===== config.mk =====
export PLATFORM = sky130hd
export DESIGN_NAME = pulse_gen_multi
export DESIGN_NICKNAME = d
export VERILOG_FILES = /design/src/rtl/pulse_gen_multi.sv
export SDC_FILE = /design/constraint.sdc
export NUM_CORES = 1
export LEC_CHECK = 0
export CORE_MARGIN = 2
export CORE_UTILIZATION = 40
export CTS_BUF_LIST = sky130_fd_sc_hd__clkbuf_8
export DETAILED_ROUTE_END_ITERATION = 8
export GPL_TIMING_DRIVEN = 0
export SYNTH_ARGS = -nofsm -noshare
export SYNTH_HDL_FRONTEND = slang
export SYNTH_SLANG_ARGS = --single-unit

===== constraint.sdc =====
create_clock -name clk -period 4.15 [get_ports clk]
set_clock_uncertainty 0.2 [all_clocks]
set_input_delay 0.83 -clock clk [delete_from_list [all_inputs] [get_ports clk]]
set_output_delay 0.83 -clock clk [all_outputs]
set_load 0.005 [all_outputs]

===== src/rtl/pulse_gen_multi.sv =====
// Multi-channel programmable pulse generator with per-channel double-buffered period/high-time.
// Optional burst mode (fixed number of periods per load) is enabled with `define PULSE_GEN_BURST_EN.
module pulse_gen_multi #(
  parameter int NUM_CH     = 4,
  parameter int CNT_W      = 25,
  parameter int PERIOD_DEF = 1000,
  parameter int HIGH_DEF   = 500,
`ifdef PULSE_GEN_BURST_EN
  parameter int BURST_W    = 8,
`endif
  localparam int CH_W      = (NUM_CH > 1) ? $clog2(NUM_CH) : 1
) (
  input  logic              clk,
  input  logic              rst_n,
  input  logic [NUM_CH-1:0] ch_en,
  input  logic              cfg_valid,
  output logic              cfg_ready,
  input  logic [CH_W-1:0]   cfg_ch,
  input  logic [CNT_W-1:0]  cfg_period,
  input  logic [CNT_W-1:0]  cfg_high,
`ifdef PULSE_GEN_BURST_EN
  input  logic [BURST_W-1:0] cfg_burst,
  output logic [NUM_CH-1:0]  burst_done,
`endif
  output logic [NUM_CH-1:0] pulse_out,
  output logic [NUM_CH-1:0] period_tick
);

  localparam logic [CNT_W-1:0] P_DEF = CNT_W'(PERIOD_DEF);
  localparam logic [CNT_W-1:0] H_DEF = CNT_W'(HIGH_DEF);
  localparam logic [CNT_W-1:0] P_MIN = CNT_W'(2);

  logic              in_range;
  logic              wr_acc;
  logic [CNT_W-1:0]  wr_period;
  logic [NUM_CH-1:0] pend_full;

  // Out-of-range channel writes are always accepted and simply hit no channel.
  assign in_range  = ({1'b0, cfg_ch} < (CH_W + 1)'(NUM_CH));
  assign cfg_ready = in_range ? !pend_full[cfg_ch] : 1'b1;
  assign wr_acc    = cfg_valid && cfg_ready && in_range;
  assign wr_period = (cfg_period < P_MIN) ? P_MIN : cfg_period;

  generate
    for (genvar gi = 0; gi < NUM_CH; gi++) begin : g_ch
      logic [CNT_W-1:0] cnt_q, cnt_d, act_p_q, act_p_d, act_h_q, act_h_d;
      logic [CNT_W-1:0] pend_p_q, pend_p_d, pend_h_q, pend_h_d;
      logic             pend_v_q, pend_v_d, pulse_q, pulse_d, tick_q, tick_d;
      logic             wrap, wr_hit, stopped, load;
`ifdef PULSE_GEN_BURST_EN
      logic [BURST_W-1:0] act_b_q, act_b_d, pend_b_q, pend_b_d, bcnt_q, bcnt_d;
      logic               done_q, done_d;
      assign stopped = done_q;
`else
      assign stopped = 1'b0;
`endif

      assign wrap   = (cnt_q == act_p_q - CNT_W'(1));
      assign wr_hit = wr_acc && (cfg_ch == CH_W'(gi));

      always_comb begin
        cnt_d    = cnt_q;
        act_p_d  = act_p_q;
        act_h_d  = act_h_q;
        pend_p_d = pend_p_q;
        pend_h_d = pend_h_q;
        pend_v_d = pend_v_q;
        pulse_d  = 1'b0;
        tick_d   = 1'b0;
        load     = 1'b0;
`ifdef PULSE_GEN_BURST_EN
        act_b_d  = act_b_q;
        pend_b_d = pend_b_q;
        bcnt_d   = bcnt_q;
        done_d   = done_q;
`endif
        if (!ch_en[gi]) begin
          cnt_d  = '0;
`ifdef PULSE_GEN_BURST_EN
          bcnt_d = '0;
          done_d = 1'b0;
`endif
        end else if (!stopped) begin
          pulse_d = (cnt_q < act_h_q);
          tick_d  = wrap;
          cnt_d   = wrap ? '0 : cnt_q + CNT_W'(1);
`ifdef PULSE_GEN_BURST_EN
          if (wrap && (act_b_q != '0)) begin
            if (bcnt_q == act_b_q - BURST_W'(1)) begin
              done_d = 1'b1;
              bcnt_d = '0;
            end else begin
              bcnt_d = bcnt_q + BURST_W'(1);
            end
          end
`endif
        end
        // Pending values only take effect at a period boundary or while idle, so no runt pulses.
        load = pend_v_q && (!ch_en[gi] || stopped || wrap);
        if (load) begin
          act_p_d  = pend_p_q;
          act_h_d  = pend_h_q;
          pend_v_d = 1'b0;
`ifdef PULSE_GEN_BURST_EN
          act_b_d  = pend_b_q;
          bcnt_d   = '0;
          done_d   = 1'b0;
`endif
        end
        if (wr_hit) begin
          pend_p_d = wr_period;
          pend_h_d = cfg_high;
          pend_v_d = 1'b1;
`ifdef PULSE_GEN_BURST_EN
          pend_b_d = cfg_burst;
`endif
        end
      end

      always_ff @(posedge clk) begin
        if (!rst_n) begin
          cnt_q    <= '0;
          act_p_q  <= P_DEF;
          act_h_q  <= H_DEF;
          pend_p_q <= '0;
          pend_h_q <= '0;
          pend_v_q <= 1'b0;
          pulse_q  <= 1'b0;
          tick_q   <= 1'b0;
`ifdef PULSE_GEN_BURST_EN
          act_b_q  <= '0;
          pend_b_q <= '0;
          bcnt_q   <= '0;
          done_q   <= 1'b0;
`endif
        end else begin
          cnt_q    <= cnt_d;
          act_p_q  <= act_p_d;
          act_h_q  <= act_h_d;
          pend_p_q <= pend_p_d;
          pend_h_q <= pend_h_d;
          pend_v_q <= pend_v_d;
          pulse_q  <= pulse_d;
          tick_q   <= tick_d;
`ifdef PULSE_GEN_BURST_EN
          act_b_q  <= act_b_d;
          pend_b_q <= pend_b_d;
          bcnt_q   <= bcnt_d;
          done_q   <= done_d;
`endif
        end
      end

      assign pend_full[gi]   = pend_v_q;
      assign pulse_out[gi]   = pulse_q;
      assign period_tick[gi] = tick_q;
`ifdef PULSE_GEN_BURST_EN
      assign burst_done[gi]  = done_q;
`endif
    end
  endgenerate

endmodule


== After elaboration in Yosys (flattened, before gate mapping) ==
Index checks and enable logic that the tools add are counted.

* Add/sub/neg operators: 8
* $lt $le $gt $ge: 6
* Eq/ne operators: 7
* Muxes and demuxes: 11
* Bitwise logic cells: 5
* Reduce and logical (&&, ||, !) cells: 31

{| class="wikitable"
|+ Operators by type and width
! kind !! number
|-
| 25-bit by 1-bit adder with 25-bit output (second input constant) || 4
|-
| 25-bit == test || 4
|-
| 25-bit less-than comparator || 4
|-
| 25-bit by 1-bit subtractor with 25-bit output (second input constant) || 4
|-
| 25-bit by 2-bit less-than comparator with 1-bit output (second input constant) || 1
|-
| 25-bit two-way mux || 1
|-
| 3-bit OR reduction || 4
|-
| 1-bit logical AND || 9
|-
| 1-bit two-way mux || 9
|-
| 2-bit AND reduction || 4
|-
| 2-bit nonzero test || 4
|-
| 1-bit logical NOT || 5
|-
| 1-bit inverter || 5
|-
| 2-bit == test (second input constant) || 2
|-
| 1-bit logical OR || 4
|-
| 2-bit by 3-bit less-than comparator with 1-bit output (second input constant) || 1
|-
| 1-bit binary-select mux with 2-bit select || 1
|-
| 2-bit by 1-bit == test with 1-bit output (second input constant) || 1
|-
| 2-bit logical NOT || 1
|}

* Flip-flop bits (word level): 512
* Input port bits: 59
* Output and inout bits: 9

== Depth between registers and ports, before layout ==
Gate-level depths: netlist (run 1).

* Depth in word-level cells: 6
* Mapped depth: 15

== Worst setup path before layout (run 1) ==
No wires, ideal clock.

* Path kind: reg-to-reg
* Start: register g_ch[0].act_p_q[0]
* End: register g_ch[0].act_h_q[20]
* Library setup time: 0.128 ns
* Arrival time: 3.254 ns
* Slack: 0.568 ns
* Stages on the path, launching flop included: 16
* Path buffers: 4
* Clock period less this slack: 3.582 ns
* Path through: dfxtp_1 clkbuf_1 inv_1 ha_1 clkbuf_1 or4b_2 nor4_1 a2111oi_0 a221o_1 or4_4 nor4_4 a31oi_2 buf_6 buf_6 nand3_1 o21ai_1

* Cells in the longest elaborated chain, start to end: 4

{| class="wikitable"
|+ Ends and longest elaborated chain
! element !! line !! source
|-
| start: declaration || 46 || <nowiki>logic [CNT_W-1:0] cnt_q, cnt_d, act_p_q, act_p_d, act_h_q, act_h_d;</nowiki>
|-
| start signal: assignment || 138 || <nowiki>act_p_q <= act_p_d;</nowiki>
|-
| 25-bit by 1-bit subtractor with 25-bit output || 58 || <nowiki>assign wrap = (cnt_q == act_p_q - CNT_W'(1));</nowiki>
|-
| 25-bit == test || 58 ||
|-
| 1-bit logical OR || 99 || <nowiki>load = pend_v_q && (!ch_en[gi] || stopped || wrap);</nowiki>
|-
| 1-bit logical AND || 99 ||
|-
| end signal: assignment || 139 || <nowiki>act_h_q <= act_h_d;</nowiki>
|-
| end: declaration || 46 ||
|}

Every way passes these cells.
A chain may end at the register's enable or synchronous reset.

== Worst setup path in the final report (run 1) ==
* Start: input cfg_ch[1]
* End: output cfg_ready

* Cells in the longest elaborated chain, start to end: 3

{| class="wikitable"
|+ Ends and longest elaborated chain
! element !! line !! source
|-
| start: declaration || 18 || <nowiki>input logic [CH_W-1:0] cfg_ch,</nowiki>
|-
| 1-bit binary-select mux with 2-bit select || 40 || <nowiki>assign cfg_ready = in_range ? !pend_full[cfg_ch] : 1'b1;</nowiki>
|-
| 1-bit two-way mux (not written as such) || 40 ||
|-
| 1-bit logical NOT || 40 ||
|-
| end: declaration || 17 || <nowiki>output logic cfg_ready,</nowiki>
|}

Every way passes these cells. The select of a mux whose other input is x is not followed.

==> metrics.txt, run 1 <==
Buf/Inv on CP 2; Setup TNS Final 0 ns; Tightest Pin Transition between 1 and 1.5 ns; Clock transition at path regs 0.06 ns; RePlAce Congestion 0.8930; pwr dens around 370 mW/mm²; Clock Sinks 512; Synth area leader dfxtp_1; post-layout minimum cycle time ~4 ns; Final WS setup 0.1344 ns; Via Count 21713; Clock Path Buffers 3; Fin. Hold Viols 0; Worst setup SP type input pin; max cap viols 0; pre-CTS WS between 0.01 and 0.015 ns; initial antenna violation count 2; clock tree from TritonCTS done; placed insts about 4000; post-DR wirelength/cell between 15 and 20 µm; Clk Latency, worst-skew pair 0.67 ns; Syn. warnings 0; post-DP HPWL about 57000 µm; nets@finish 3407; Core Util, Final between 40% and 50%; GRT Total Usage 23.38%; Netlist Area Pre-Place 0.02519 mm²; most frequent cell after synthesis nand2_1; WHS 0.2368 ns; Initial Util 40.23%; area delta synth->final 14.77%; Setup crit end kind primary output; Die X-Extent 255.0 µm; drt drc 0; first-pass GRT wire length approximately 120000 µm; critical path data arrival time 2.99 ns; final instance area between 0.02 and 0.03 mm²; Final Cycle Share a little over nine tenths; full die area 0.06500 mm²; core area 0.06262 mm²; clock buffer count from CTS 87; max_slew headroom 6.733%; post-synth cell types 77; DRT iter0 DRCs approximately 1500; Slew Viols, Final 0; Max FO, Critical Path 7; Final setup viols 0; number of flops mapped to enable cells by yosys 0; fill count 6314; critical path class input pin to primary output; slowest library cell on the worst path clkdlybuf4s50_1; top post-synthesis cells by area dfxtp_1 41%, nand2_1 10%, a21boi_0 5.8%, ha_1 5.2%, xnor2_1 4.4%; sequential area share after synthesis approximately 41%; Yosys top cell area share 40.69%; H-tree levels 3; FMAX 249.0 MHz; Synth async-reset ratio 0%; Reg area 0.01025 mm²; largest net degree at the start of global routing 12; Worst Hold Class flip-flop to flip-flop; Top delay family on crit path buffers and inverters; critical-path cell list clkdlybuf4s50_1 -> mux2_2 -> o21ai_0 -> clkdlybuf4s50_1; Synthesized Nets around 3200; gr ovfl total 0; IO Pins 68; Mapped Avg Cell Area 8.164 µm²; WL final 76130 µm; RSZ-0062 raised after global routing no; row count 92; slowest stage delay, CP 0.70 ns; DRT antenna net count 0; root buf cell clkbuf_8; DR vias/cell around 5.2; PortBufs 66; status finished, final reports clean; Top FF cell, synth dfxtp_1; layout cell share with drive strength beyond 1 6.759%; VDD IR max ~210 µV; top cells by count, synth 676 x nand2_1, 512 x dfxtp_1, 196 x a21boi_0; cell area after placement 0.02691 mm²; area taken by multi-input logic gates approximately 0.014 mm²; Leakage approximately 11 nW; Critical Path RT roughly 3.1 ns; die span in y 255.0 µm; drt first pass iters 5; Gate Count Post-Synth a little over 3000; fin cells 4161; vias in the first global route 20278; number of synthesized register bits 512; Tot Pwr 10.56 mW; CP most frequent cell clkdlybuf4s50_1
==> logic make-up after synthesis <==
group,after synthesis,synth area share (%)
AND/OR/NAND/NOR,1311,23.67
AO/OA/AOI/OAI,546,14.82
XOR/XNOR,212,7.370
adder cells (fa/ha/maj),104,5.165
flip-flops,512,40.69
multiplexers,71,2.831
buffers and inverters,330,5.458
==> worst register-to-register path, delay by kind of cell, from the launching register on <==
kind                     cells  cell delay, ns
buffers and inverters        5            0.81
flip-flops                   1            0.37
adder cells (fa/ha/maj)      1            0.24
AO/OA/AOI/OAI                4            0.54
multiplexers                 1            0.21
AND/OR/NAND/NOR              4            1.52
==> sequential cells by signal, indices dropped and copies added, names as in the netlist <==
register,cells
g_ch.cnt_q,100
g_ch.pulse_q,4
g_ch.pend_h_q,100
g_ch.pend_v_q,4
g_ch.pend_p_q,100
g_ch.act_h_q,100
g_ch.tick_q,4
g_ch.act_p_q,100
==> path summary, 6_finish.rpt <==
path / start / to / slack (ns) / depth (start not counted)
min reg2reg: g_ch[1].pend_h_q[22] / g_ch[1].act_h_q[22] / 0.24 / 2
max: cfg_ch[1] / cfg_ready / 0.13 / 4
min: g_ch[1].pend_h_q[22] / g_ch[1].act_h_q[22] / 0.24 / 2
max reg2reg: g_ch[1].act_p_q[0] / g_ch[1].act_h_q[21] / 0.17 / 15
==> report_power, final <==
group	total, mW	internal [mW]	switching, mW
Combinational	0.623	0.206	0.418
Sequential	5.08	5.01	0.0688
Clock	4.86	2.73	2.13
==> repair_timing <==
action                                  4_1_cts  5_1_grt
hold buffers                                  0        0
pin swaps                                     0        4
resized for setup                             2       17
endpoints found under the setup margin        8      277
setup buffers                                 0        4
==> layout by cell type, fill, tap and decap left out, drive strengths merged, types with 25 or more instances in the layout <==
cell | synthesis | routed
a21boi | 196 | 196
a21o | 25 | 25
a21oi | 39 | 39
and3 | 33 | 33
buf | 49 | 52
clkbuf | 146 | 261
clkdlybuf4s50 | 0 | 66
dfxtp | 512 | 512
ha | 104 | 104
inv | 135 | 158
mux2i | 69 | 69
nand2 | 676 | 676
nand3 | 185 | 185
nand4 | 43 | 43
nor2 | 172 | 172
nor3 | 46 | 46
nor4 | 40 | 40
o211ai | 39 | 39
o21ai | 152 | 152
xnor2 | 128 | 128
xor2 | 84 | 84
==> per-layer routing <==
layer / routed length (µm) / share of wire, % / global-route usage, % / vias up
met5: 12 / 0.016 / 0 / -
met4: 2226 / 2.9 / 7.786 / 2
met3: 3606 / 4.7 / 3.478 / 128
met2: 34080 / 45 / 37.88 / 499
met1: 36200 / 48 / 31.84 / 10229
li1: - / - / - / 10855
==> cell type report <==
| type | count | area share [%] |
|---|---|---|
| flip-flops and latches | 512 | 35.45 |
| plain buffers | 194 | 3.016 |
| diodes | 1 | 0.008655 |
| clock buffers | 115 | 5.474 |
| inverters | 135 | 1.753 |
| clock inverters | 44 | 1.043 |
| well taps | 846 | 3.661 |
| multi-input cells | 2244 | 47.20 |
| repair buffers | 70 | 2.389 |
No activity file was read; power rests on OpenSTA's default activity.
==> run 2, diff against run 1 <==
--- a/config.mk
+++ b/config.mk
@@ -5,6 +5,7 @@
 export SDC_FILE = /design/constraint.sdc
 export NUM_CORES = 1
 export LEC_CHECK = 0
+export ABC_CLOCK_PERIOD_IN_PS = 4900
 export CORE_MARGIN = 2
 export CORE_UTILIZATION = 40
 export CTS_BUF_LIST = sky130_fd_sc_hd__clkbuf_8
==> constraint.sdc (replaced) <==
create_clock -name clk -period 4.9 [get_ports clk]
set_clock_uncertainty 0.2 [all_clocks]
set_input_delay 0.98 -clock clk [delete_from_list [all_inputs] [get_ports clk]]
set_output_delay 0.98 -clock clk [all_outputs]
set_load 0.005 [all_outputs]
==> run 2 against run 1 <==
Compared with the run above: cell count barely moved; critical path depth unchanged; sequential share of layout area is 0.14 points higher; combinational power down 16%; die area stayed put; first-iteration DRC count about the same; largest cell class unchanged.
==> metrics.txt, run 2 (synthesized netlist as in run 1, its figures left out) <==
status finished, final reports clean; Sw Ratio 24.76% (-0.032 points); cell-internal power 6.724 mW (-15%); post-cts resize count 0 (-2); Buf/Inv on CP 2 (unchanged); slowest stage delay, CP 0.70 ns (about the same); Slew Viols, Final 0 (unchanged); VDD IR max 180.3 µV (-15%); vias in the first global route 20278 (unchanged); Final Cycle Share 88.40%; initial antenna violation count 2 (unchanged); full die area 0.06500 mm² (unchanged); PortBufs 66 (unchanged); max_slew headroom 13.17% (+6.4 points); Setup crit end kind primary output; WL final 75790 µm (-0.44%); row count 92 (unchanged); Setup TNS Final 0 ns (unchanged); Initial Util 40.23% (unchanged); Fin. Hold Viols 0 (unchanged); Tot Pwr 8.937 mW (-15%); H-tree levels 3 (unchanged); Leakage 10.52 nW (-0.40%); RePlAce Congestion 0.8930 (unchanged); Final setup viols 0 (unchanged); layout cell share with drive strength beyond 1 6.312% (-0.45 points); Clock Power Share 46.0% (about the same); most frequent cells in the layout 676 x nand2_1, 512 x dfxtp_1, 196 x a21boi_0; register share of total power 48.1% (about the same); Clk Latency, worst-skew pair 0.67 ns (about the same); Worst setup SP type input pin; core area 0.06262 mm² (unchanged); critical path data arrival time 3.15 ns (+0.16 ns); critical path class input pin to primary output; Die X-Extent 255.0 µm (unchanged); Max FO, Critical Path 7 (unchanged); DRT iter0 DRCs 1537 (+0.065%); pre-CTS WS 0.7210 ns (+0.7089 ns); CP most frequent cell clkdlybuf4s50_1; post-layout minimum cycle time ~4.3 ns; Net Sw Power 2.213 mW (-15%); postcts setup bufs 0 (unchanged); die span in y 255.0 µm (unchanged); post-DP HPWL 56770 µm (unchanged); pwr dens 310.3 mW/mm² (-15%); Clock Path Buffers 3 (unchanged); Clock Sinks 512 (unchanged); max cap viols 0 (unchanged); Worst Hold Class flip-flop to flip-flop; Tightest Pin Transition 1.302 ns (-0.09654 ns); nets@finish 3404 (-0.088%); drt first pass iters 5 (unchanged); first-pass GRT wire length 117600 µm (about the same); most common cell after layout, fill and taps aside nand2_1; area delta synth->final 14.31%; Critical Path RT 3.72 ns (+0.60 ns); FMAX 230.9 MHz; GRT Total Usage 23.38% (about the same); Top delay family on crit path buffers and inverters; Gate power share 5.9% (about the same); root buf cell clkbuf_8; DRT antenna net count 0 (unchanged); gr ovfl total 0 (unchanged); CTS Hold Buffers Added 0 (unchanged); Via Count 21641 (-0.33%); Clock transition at path regs 0.06 ns (about the same); clock tree from TritonCTS done; drt drc 0 (unchanged); IO Pins 68 (unchanged); critical-path cell list clkdlybuf4s50_1 -> mux2_2 -> o21ai_0 -> clkdlybuf4s50_1; slowest library cell on the worst path clkdlybuf4s50_1; clock buffer count from CTS 87 (unchanged); largest net degree at the start of global routing 12 (unchanged); DR vias/cell 5.205 (-0.26%); post-DR wirelength/cell 18.23 µm (-0.37%); Final WS setup 0.5682 ns (+0.4338 ns); RSZ-0062 raised after global routing no
run 2: changes by cell type in the layout (fill, tap and decap cells not counted), sizes merged:
cell	previous run	this run
buf	52	49
run 2: area by class of cell:
cell class / count / area [µm²]
repair buffers: 66 / 660.6
clock buffers: 115 / 1583
inverters: 135 / 506.7
diodes: 1 / 2.502
fillers: 6319 / 33820
plain buffers: 195 / 868.3
flip-flops and latches: 512 / 10250
clock inverters: 44 / 301.5
multi-input cells: 2244 / 13570
well taps: 846 / 1059
run 2: layer usage:
layer,track usage (%),up-vias,share of wire (%),wire length (µm)
met5,0,-,0.016,12
met4,7.786,2,2.9,2194
met3,3.478,130,5.3,4041
met2,37.88,520,45,33920
met1,31.85,10134,47,35620
li1,-,10855,-,-
run 2: path summary, 6_finish.rpt:
check	from	end	slack (ns)	cells past startpoint
max	cfg_ch[1]	cfg_ready	0.57	4
min	g_ch[1].pend_h_q[22]	g_ch[1].act_h_q[22]	0.24	2
max reg2reg	g_ch[1].act_p_q[0]	g_ch[1].cnt_q[17]	0.75	14
min reg2reg	g_ch[1].pend_h_q[22]	g_ch[1].act_h_q[22]	0.24	2
run 2: worst min-delay path, stage by stage, from the launching register on:
cell and delay, ns:
dfxtp_1 0.31, nand2_1 0.05, mux2i_1 0.05
run 2: power by group through the flow:
stage / combinational (mW) / sequential, mW / clock (mW)
finish: 0.523 / 4.30 / 4.11
global route: 0.564 / 4.30 / 4.39
CTS: 0.518 / 4.30 / 4.19
detailed placement: 0.517 / 4.39 / 0
global placement: 0.515 / 4.39 / 0
floorplan: 0.279 / 4.36 / 0
run 2: per-stage QoR:
stage	hold slack [ns]	instances	instance area [µm²]	util (%)
2_1_floorplan	0.2286	3086	25190	-
3_3_place_gp	0.2427	3998	26910	42.98
3_5_place_dp	0.2461	3998	26910	42.98
4_1_cts	0.2419	4157	28800	45.99
5_1_grt	0.2696	4158	28800	45.99
6_report	0.2381	4158	28800	45.99
==> run 3, diff against run 2 <==
--- a/config.mk
+++ b/config.mk
@@ -11,6 +11,7 @@
 export CTS_BUF_LIST = sky130_fd_sc_hd__clkbuf_8
 export DETAILED_ROUTE_END_ITERATION = 8
 export GPL_TIMING_DRIVEN = 0
+export REMOVE_ABC_BUFFERS = 1
 export SYNTH_ARGS = -nofsm -noshare
 export SYNTH_HDL_FRONTEND = slang
 export SYNTH_SLANG_ARGS = --single-unit
==> run 3 against run 2 <==
Compared with the run above: sequential cell count unchanged; non-clock buffer count down 171; setup slack worse by 0.29 ns; die area is the same; clock power about the same; global-route usage is 2.6 points lower; hold slack got worse by 0.0076 ns; wire length fell by 9.4%; combinational power fell by 4.2%; first-iteration DRC count shrank 15%; utilization down 0.54 points; critical endpoint is now g_ch[2].act_p_q[6].
==> metrics.txt, run 3 (synthesized netlist as in run 1, its figures left out) <==
Crit Reg-Reg Startpoint g_ch[2].act_p_q[3]; Setup crit end kind flip-flop; Worst setup SP type flip-flop; post-DP HPWL 47860 µm (-16%); Reg area 0.01025 mm² (unchanged); drt drc 0 (unchanged); nets@finish 3234 (-5.0%); IO Pins 68 (unchanged); HP Start g_ch[1].pend_h_q[13]; hold depth 2 (unchanged); postcts setup bufs 0 (unchanged); Via Count 20812 (-3.8%); Clock transition at path regs 0.06 ns (about the same); DR vias/cell 5.232 (+0.52%); layout cell share with drive strength beyond 1 6.164% (-0.15 points); gr ovfl total 0 (unchanged); Clk Latency, worst-skew pair 0.67 ns (about the same); setup slack, reg-to-reg 0.27 ns (-0.48 ns); initial antenna violation count 3 (+1); WHS 0.2305 ns (-0.007583 ns); H-tree levels 3 (unchanged); Top delay family on crit path simple AND/OR/NAND/NOR gates; Buf/Inv on CP 2 (unchanged); die span in y 255.0 µm (unchanged); first-pass GRT wire length 106200 µm (-9.7%); root buf cell clkbuf_8; DRT iter0 DRCs 1310 (-15%); vias in the first global route 19386 (-4.4%); full die area 0.06500 mm² (unchanged); core area 0.06262 mm² (unchanged); pwr dens 312.4 mW/mm² (+0.67%); pre-CTS WS 0.2019 ns (-0.5191 ns); slowest library cell on the worst path or4b_2; Max FO, Critical Path 36 (+29); drt first pass iters 5 (unchanged); Tightest Pin Transition 1.017 ns (-0.2850 ns); max_slew headroom 30.41% (+17 points); CP most frequent cell nand4_1; max cap viols 0 (unchanged); Worst Hold Class flip-flop to flip-flop; critical path class flip-flop to flip-flop; critical path data arrival time 4.94 ns (+1.79 ns); post-cts resize count 0 (unchanged); Hold EP g_ch[1].act_h_q[13]; Clock Path Buffers 3 (unchanged); area taken by multi-input logic gates 0.01366 mm² (+0.65%); Tot Pwr 8.891 mW (-0.51%); critical-path cell list nor3_1 -> nand4_1 -> or4b_2 -> o311a_1 -> nor3b_1 -> nand4_1 -> a21oi_4 -> buf_16 -> buf_12 -> mux2i_1 -> nand2_1; status finished, final reports clean; VDD IR max 161.6 µV (-10%); Fin. Hold Viols 0 (unchanged); most frequent cells in the layout 676 x nand2_1, 512 x dfxtp_1, 196 x a21boi_0; clock tree from TritonCTS done; Final WS setup 0.2738 ns (-0.2944 ns); WL final 68670 µm (-9.4%); placed insts 3827 (-4.3%); area delta synth->final 12.97%; Clock Sinks 512 (unchanged); Initial Util 40.23% (unchanged); largest net degree at the start of global routing 187 (+175); RSZ-0062 raised after global routing no; slowest stage delay, CP 0.75 ns (+0.05 ns); post-layout minimum cycle time 4.626 ns (+0.2944 ns); Final setup viols 0 (unchanged); post-DR wirelength/cell 17.26 µm (-5.3%); most common cell after layout, fill and taps aside nand2_1; Worst R2R End g_ch[2].act_p_q[6]; Slew Viols, Final 0 (unchanged); fin cells 3978 (-4.3%); Die X-Extent 255.0 µm (unchanged); clock buffer count from CTS 86 (-1.1%); GRT Total Usage 20.83% (-2.6 points); DRT antenna net count 0 (unchanged); FMAX 216.2 MHz (-6.4%); row count 92 (unchanged); worst reg-to-reg path cell count 11 (-3); Critical Path RT 5.21 ns (+1.49 ns); PortBufs 67 (+1.5%); Final Cycle Share 94.41% (+6.0 points); CTS Hold Buffers Added 0 (unchanged); Leakage 10.35 nW (-1.6%); fill count 6151 (-2.7%); Setup TNS Final 0 ns (unchanged); RePlAce Congestion 0.8759 (-1.9%)
run 3: cell types whose count changed in the layout (fill, tap and decap cells not counted), sizes merged:
| cell | delta |
|---|---|
| buf | -25 |
| inv | -2 |
| o21a | +1 |
| clkbuf | -145 |
| a21oi | +1 |
| bufinv | +1 |
| clkinv | -11 |
run 3: cell type report:
class,instances,area share (%)
multi-input cells,2246,47.98
flip-flops and latches,512,36.01
clock buffers,116,5.610
repair buffers,90,3.939
well taps,846,3.719
inverters,135,1.780
clock inverters,32,0.9452
diodes,1,0.008792
run 3: how the worst max path moves through the flow:
stage                        from                  end  slack, ns  cells past startpoint
5_1_grt        g_ch[2].act_p_q[3]   g_ch[2].act_p_q[7]       0.05                     11
2_1_floorplan  g_ch[0].act_p_q[8]   g_ch[0].act_h_q[2]      -0.12                      9
4_1_cts        g_ch[1].act_p_q[0]  g_ch[1].act_p_q[10]       0.15                     11
3_3_place_gp                rst_n     g_ch[0].cnt_q[8]     -15.16                      3
6_report       g_ch[2].act_p_q[3]   g_ch[2].act_p_q[6]       0.27                     11
3_5_place_dp   g_ch[1].act_p_q[0]  g_ch[1].act_h_q[12]       0.20                     11
run 3: where the power goes:
group	switching (mW)	internal [mW]	leakage [nW]
Combinational	0.327	0.174	5.17
Sequential	0.0551	4.24	4.14
Clock	1.74	2.36	1.03
Total	2.12	6.77	10.3
run 3: tightest hold or removal path: stages (launching register included):
cell	delay, ns
dfxtp_1	0.31
nand2_1	0.05
mux2i_1	0.05
run 3: through the flow:
step,utilization [%],area (µm²)
after floorplan,-,24320
after global placement,41.61,26050
after detailed placement,42.43,26570
after CTS,45.41,28430
after global routing,45.45,28460
final,45.45,28460
run 3: metal layers:
layer  track usage (%)  part of all wire [%]  vias to the layer above
li1                  -                     -                    10483
met1             27.29                    46                     9753
met2             33.87                    46                      442
met3             2.898                   4.5                      132
met4             9.858                   3.9                        2
met5                 0                 0.019                        -
